[config.mk]
export PLATFORM = sky130hd
export DESIGN_NAME = instr_fetch_unit
export DESIGN_NICKNAME = d
export VERILOG_FILES = /design/src/rtl/instr_fetch_unit.sv
export SDC_FILE = /design/constraint.sdc
export NUM_CORES = 1
export LEC_CHECK = 0
export CAP_MARGIN = 25
export CORE_UTILIZATION = 65
export DETAILED_ROUTE_END_ITERATION = 12
export PLACE_DENSITY = 0.85
export SLEW_MARGIN = 20
export SYNTH_ARGS = -nofsm -noshare
export SYNTH_HDL_FRONTEND = slang
export SYNTH_SLANG_ARGS = --single-unit
[constraint.sdc]
create_clock -name clk -period 5.08 [get_ports clk]
set_input_delay 0.508 -clock clk [delete_from_list [all_inputs] [get_ports clk]]
set_output_delay 0.508 -clock clk [all_outputs]
set_load 0.005 [all_outputs]
[src/rtl/instr_fetch_unit.sv]
// Instruction fetch stage: loadable instruction store, program counter,
// run/halt control, stall, branch redirect and address-error flagging.
module instr_fetch_unit #(
    parameter int INSTR_W = 24,
    parameter int OP_W = 4,
    parameter int DEPTH = 16,
    parameter int ADDR_W = 4,
    parameter logic [OP_W-1:0] HALT_OP = 4'hF
) (
    input  logic               clk,
    input  logic               reset,
    input  logic               load_en,
    input  logic [ADDR_W-1:0]  load_addr,
    input  logic [INSTR_W-1:0] load_data,
    input  logic               start,
    input  logic               stall,
    input  logic               branch_en,
    input  logic [ADDR_W-1:0]  branch_target,
    output logic [INSTR_W-1:0] instr,
    output logic               instr_valid,
    output logic [ADDR_W-1:0]  pc,
    output logic               halted,
    output logic               wrap,
    output logic               addr_err
);

    typedef enum logic [1:0] {IDLE, RUN, HALT} state_t;

    localparam logic [ADDR_W:0]   LIMIT = (ADDR_W+1)'(DEPTH);
    localparam logic [ADDR_W-1:0] LAST  = ADDR_W'(DEPTH - 1);

    state_t             state;
    logic [INSTR_W-1:0] mem [DEPTH];
    logic [INSTR_W-1:0] word;
    logic               load_ok;
    logic               load_bad;
    logic               tgt_bad;
    logic               is_halt;

    assign load_ok  = load_en && (state != RUN);
    assign load_bad = {1'b0, load_addr} >= LIMIT;
    assign tgt_bad  = {1'b0, branch_target} >= LIMIT;
    assign word     = mem[pc];
    assign is_halt  = word[INSTR_W-1 -: OP_W] == HALT_OP;

    // The store has no reset so a program survives a reset pulse.
    always_ff @(posedge clk) begin
        if (!reset && load_ok && !load_bad)
            mem[load_addr] <= load_data;
    end

    always_ff @(posedge clk or posedge reset) begin
        if (reset) begin
            state       <= IDLE;
            pc          <= '0;
            instr       <= '0;
            instr_valid <= 1'b0;
            halted      <= 1'b0;
            wrap        <= 1'b0;
            addr_err    <= 1'b0;
        end else begin
            wrap <= 1'b0;
            if (load_ok && load_bad)
                addr_err <= 1'b1;
            unique case (state)
                IDLE, HALT: begin
                    instr_valid <= 1'b0;
                    if (start) begin
                        pc     <= '0;
                        state  <= RUN;
                        halted <= 1'b0;
                    end
                end
                RUN: begin
                    if (branch_en) begin
                        instr       <= '0;
                        instr_valid <= 1'b0;
                        if (tgt_bad) begin
                            pc       <= '0;
                            addr_err <= 1'b1;
                        end else begin
                            pc <= branch_target;
                        end
                    end else if (!stall) begin
                        instr       <= word;
                        instr_valid <= 1'b1;
                        // A halt word is delivered but pc stays on it.
                        if (is_halt) begin
                            state  <= HALT;
                            halted <= 1'b1;
                        end else if (pc == LAST) begin
                            pc   <= '0;
                            wrap <= 1'b1;
                        end else begin
                            pc <= pc + ADDR_W'(1);
                        end
                    end
                end
                default: state <= IDLE;
            endcase
        end
    end

endmodule

== Yosys cells after proc, flatten, opt, wreduce, memory -nomap -nowiden ==
Memory sizes are Yosys's and may differ from the RTL's.
Cells that the tools add are included.
Storage, ports and cells
  word-level logic and storage cells: 59
  input bits: 38
  output and inout bits: 32
  memories kept: 1
  register bits: 33
  memory bits (writable): 384
Memories
  mem: words 16, width 24, read ports 1, clocked after Yosys merged registers in 0, write ports 1, line 33  | logic [INSTR_W-1:0] mem [DEPTH];
Cells by class
  reductions and logical operators: 11
  $add $sub $neg: 1
  muxes and demuxes: 28
  equal/unequal tests: 12
Operators by type and width (count)
  two-way mux 24 bit: 2
  two-way mux 4 bit: 5
  two-way mux 1 bit: 13
  equality test 4 bit, second input constant: 2
  two-way mux 2 bit: 4
  != test 2 bit, second input constant: 4
  one-hot mux 4 bit (2 select lines): 1
  AND reduction 4 bit: 2
  != test 3 bit, second input constant: 2
  AND reduction 5 bit: 1
  adder 4 x 1 -> 4 bit, second input constant: 1
  != test 2 x 1 -> 1 bit, second input constant: 2
  one-hot mux 1 bit (2 select lines): 2
  one-hot mux 2 bit (2 select lines): 1
  AND reduction 2 bit: 2
  equality test 2 x 1 -> 1 bit, second input constant: 1
  equality test 2 bit, second input constant: 1
  logical AND 1 bit: 2
  logical NOT 2 bit: 1
  nonzero test 2 bit: 1
  OR reduction 2 bit: 1
  logical NOT 1 bit: 1

== Longest topological paths before layout ==
  word-level depth: 6
  mapped depth: 9
  gate-level depth less buffers: 7

== Worst setup path before layout ==
OpenSTA, ideal clock, no wires.
  kind: input to register
  start point: input port reset
  end point: memory mem[0][0], enable pin
  arrival: 3.478 ns
  setup slack: 1.166 ns
  data required time: 4.645 ns
  stages on the path: 4
  buffers on the path: 0
  setup time: 0.435 ns
  cells stage by stage: inv_1 -> nand3_1 -> or3_1 -> nor3_1
Between the ends
  cells in the longest elaborated chain, start to end: 4
Ends and longest elaborated chain
  start: declaration: line 11  | input logic reset,
  logical NOT 1 bit (no line)
  logical AND 1 bit: line 48  | if (!reset && load_ok && !load_bad)
  two-way mux 1 bit: line 48
  two-way mux 1 bit (implied by the code): line 49  | mem[load_addr] <= load_data;
  end: declaration: line 33
No other way between the ends.

== Worst setup path after layout ==
  start point: register pc[0]
  end point: register pc[1]
Between the ends
  cells in the longest elaborated chain, start to end: 6
  elaborated cells between the ends (all ways): 11
  classes of those cells: add/sub (1); eq/ne (3); mux (5); reduce/logical (1); memory (1)
Ends and longest elaborated chain
  start: declaration: line 21  | output logic [ADDR_W-1:0] pc,
  start signal: assignment: line 82  | pc <= branch_target;
  start signal: assignment: line 95  | pc <= pc + ADDR_W'(1);
  adder 4 x 1 -> 4 bit or equality test 4 bit (tied branches): line 95, 91
  two-way mux 4 bit: line 91  | end else if (pc == LAST) begin
  two-way mux 4 bit: line 88  | if (is_halt) begin
  two-way mux 4 bit: line 84  | end else if (!stall) begin
  two-way mux 4 bit: line 75  | if (branch_en) begin
  one-hot mux 4 bit (2 select lines): line 65  | unique case (state)
Several ways; a longest one is shown, not always the timed one. The select of a mux whose other input is x is not followed.
A chain may end at the register's enable or synchronous reset.

==> flow_summary_export.csv <==
group,metric,value,unit
outcome,run_status,"finished, final reports clean",
floorplanning,core.rowCount,57,
setup_path,cpPeakStageDelay,760,ps
synth,synth_edf_count,384,
clock_network,clkSinkCount,417,
layout,fin_area,18600,sq um
setup_path,r2r_start,"pc[0]$_DFFE_PP0P_",
sta,drv_slew,0,
pwr,clkPwrFrac,32.6,%
layout,n_fill_cell,1181,
synth,avgSynthCellArea,23.7,sq um
sta,post-route-min-period,2850,ps
pwr,internal_power,6.80,mW
global_route,grt_max_degree,65,
synth,ys_seq_area_share,76.2,%
synth,synthDominantCellAreaShare,71.1,%
sta,tightest_slew,858,ps
setup_path,cp-endpoint,"pc[1]$_DFFE_PP0P_",
setup_path,worstRegToRegCells,7,
synth,yosys.area.top_type,"edfxtp_1",
global_route,grt_pass1_vias,8214,
pwr,combPwrFrac,22.7,%
setup_path,arrival,3260,ps
floorplanning,start_util,66.5,%
setup_path,path_class,"flop to flop",
synth,synth_top_flop_cell,"edfxtp_1",
clock_network,htree_levels,2,
route,finalWirelength,37.4,mm
layout,regArea,12400,sq um
pwr,p_seq_share,44.7,%
sta,rsz0062_at_grt,"no",
worst_hold_path,hp-class,"primary input to async pin",
layout,drive_gt1_share,19.3,%
synth,async_reset_ff_share,7.91,%
synth,yosys-top-cells-area,"edfxtp_1 71%, mux4_1 11%, mux4_2 6.5%",
route,ant_nets,0,
placement,port-buffer-count,68,
setup_path,path_cells,"buf_16 -> mux4_1 -> a22oi_1 -> nand3_1 -> nand4_1 -> o21ai_1 -> a22o_1",
layout,multi_input_area,3620,sq um
pwr,p_switching,2.43,mW
pwr,irDropWorstVdd,320,uV
layout,area_delta_synth_final,14.9,%
synth,synth_seq_cells,417,
synth,synth_cell_types,38,
layout,fin_nets,821,
sta,layout_setup_ws,2230,ps
synth,synth_nets,722,
sta,finalSetupViolations,0,
setup_path,end_kind,"flop",
placement,place_area,17300,sq um
sta,max_freq,0.351,GHz
sta,whs,267,ps
clock_network,cts_tree,"built",
global_route,antenna_found_initial,0,
sta,tns,0,ps
floorplanning,die_y,160,um
floorplanning,ios,70,
clock_network,cts_resized,0,
synth,syn_inst,683,
clock_network,cts_root_buffer,"clkbuf_16",
setup_path,crit_start,"pc[0]$_DFFE_PP0P_",
route,drt_pass1_iterations,5,
setup_path,ff2ff_setup_slack,2230,ps
clock_network,cts_setup_buffers,0,
synth,syn-cell-area,16200,sq um
floorplanning,dieArea,25600,sq um
layout,layout_common_cells,"384 x edfxtp_1, 69 x mux4_1, 68 x clkdlybuf4s50_1, 47 x mux4_2, 41 x clkbuf_16",
setup_path,worst-path-stages,7,
clock_network,cts.clk_slew.worst_paths,60,ps
setup_path,cp.required,5490,ps
setup_path,worst-path-buf-inv,1,
setup_path,cp-start-kind,"flop",
route,drt_iter0_markers,1076,
route,drc,0,
global_route,grt_first_pass_wirelength,54.8,mm
placement,dp_hpwl,19.3,mm
setup_path,r2r_end,"pc[1]$_DFFE_PP0P_",
pwr,powerDensity,495,nW/um^2
setup_path,crit_slowest_cell,"dfrtp_4",
sta,slew_headroom,42.8,%
setup_path,critPathTopFamily,"flip-flops",
layout,insertedDiodeCount,0,
route,num_vias,8106,
clock_network,clk_latency,530,ps
sta,finClkSkew,15.0,ps
floorplanning,die_w,160,um
sta,hold_viol,0,
layout,layout_commonest_cell,"edfxtp_1",
clock_network,cts_buffers,40,
clock_network,clockBufferDepth,3,
setup_path,cp_max_fo,42,
clock_network,cts_hold_buf,0,
sta,finalCritPeriodShare,56.1,%
placement,place.gp.congestion,0.818,
placement,dp_slack,1820,ps
job,maxCapViolations,0,
route,wire_per_inst,32.9,um
pwr,p_sw_share,26.3,%
synth,yosysWarnings,0,
global_route,grt-ovfl-total,0,
pwr,p_leak,6.17,nW
route,via_per_inst,7.12,
floorplanning,core_area,24400,sq um
global_route,grt_use_total,30.3,%
-- per-stage QoR --
stage / util [%] / total power [mW] / std cells
after floorplan: - / 5.60 / 683
after global placement: 70.7 / 6.09 / 1061
after detailed placement: 70.9 / 6.22 / 1063
after CTS: 76.4 / 9.25 / 1137
after global routing: 76.4 / 9.49 / 1138
final: 76.4 / 9.23 / 1138
-- sequential cells by signal, summed over array words and instances, names as in the netlist --
| register | count |
|---|---|
| mem | 384 |
| state | 2 |
| instr_valid | 1 |
| pc | 4 |
| wrap | 1 |
| instr | 24 |
| halted | 1 |
-- power by group through the flow --
| stage | sequential (mW) | combinational, mW | clock [mW] |
|---|---|---|---|
| after detailed placement | 4.18 | 2.05 | 0 |
| after CTS | 4.12 | 2.10 | 3.04 |
| after global placement | 4.29 | 1.80 | 0 |
| after floorplan | 4.02 | 1.58 | 0 |
| final | 4.12 | 2.10 | 3.01 |
| after global routing | 4.14 | 2.19 | 3.16 |
-- cell type report --
cell class / instances / share of cell area, %
sequential: 417 / 66.3
multi-input combinational: 227 / 19.4
clock buffer: 56 / 5.97
timing repair buffer: 93 / 4.90
tap: 324 / 2.18
clock inverter: 18 / 1.15
inverter: 3 / 0.0604
-- cells by family (layout without fill, tap and decap cells) --
kind of cell	count (synthesis)	after routing	synth area share [%]
AO/OA/AOI/OAI	47	47	2.25
other	1	1	0.0231
flip-flops	417	417	76.2
AND/OR/NAND/NOR	61	61	1.85
multiplexers	117	117	17.8
adder cells (fa/ha/maj)	1	1	0.0772
buffers and inverters	39	170	1.81
-- per-layer routing --
layer  global-route usage, %  share of wire, %  wire [um]  up-vias
met2                    46.3                47      17700      645
li1                        -                 -          -     3174
met1                    44.5                38      14400     4191
met5                       0                 0          0        -
met4                    10.7               3.2       1200        0
met3                    6.44                11       4170       96
-- worst min path at each step --
stage                              start                    end  slack, ps  cells past startpoint
floorplan             halted$_DFFE_PP0P_     halted$_DFFE_PP0P_        470                      2
global placement      halted$_DFFE_PP0P_     halted$_DFFE_PP0P_        470                      2
detailed placement  instr[6]$_DFFE_PP0P_   instr[6]$_DFFE_PP0P_        490                      1
CTS                                reset  instr[14]$_DFFE_PP0P_        260                      2
global route                       reset  instr[14]$_DFFE_PP0P_        280                      2
finish                             reset  instr[14]$_DFFE_PP0P_        270                      2
-- cells in the mapped netlist (all sizes together), types with 3 or more instances --
library cell and number:
a21oi 6, a22o 27, a22oi 5, and3 3, buf 21, clkbuf 15
dfrtp 33, edfxtp 384, inv 3, mux4 116, nand2 8, nand2b 6
nand3 10, nor2 20, nor3 6, o21ai 4
No activity file was read; power rests on OpenSTA's default activity.
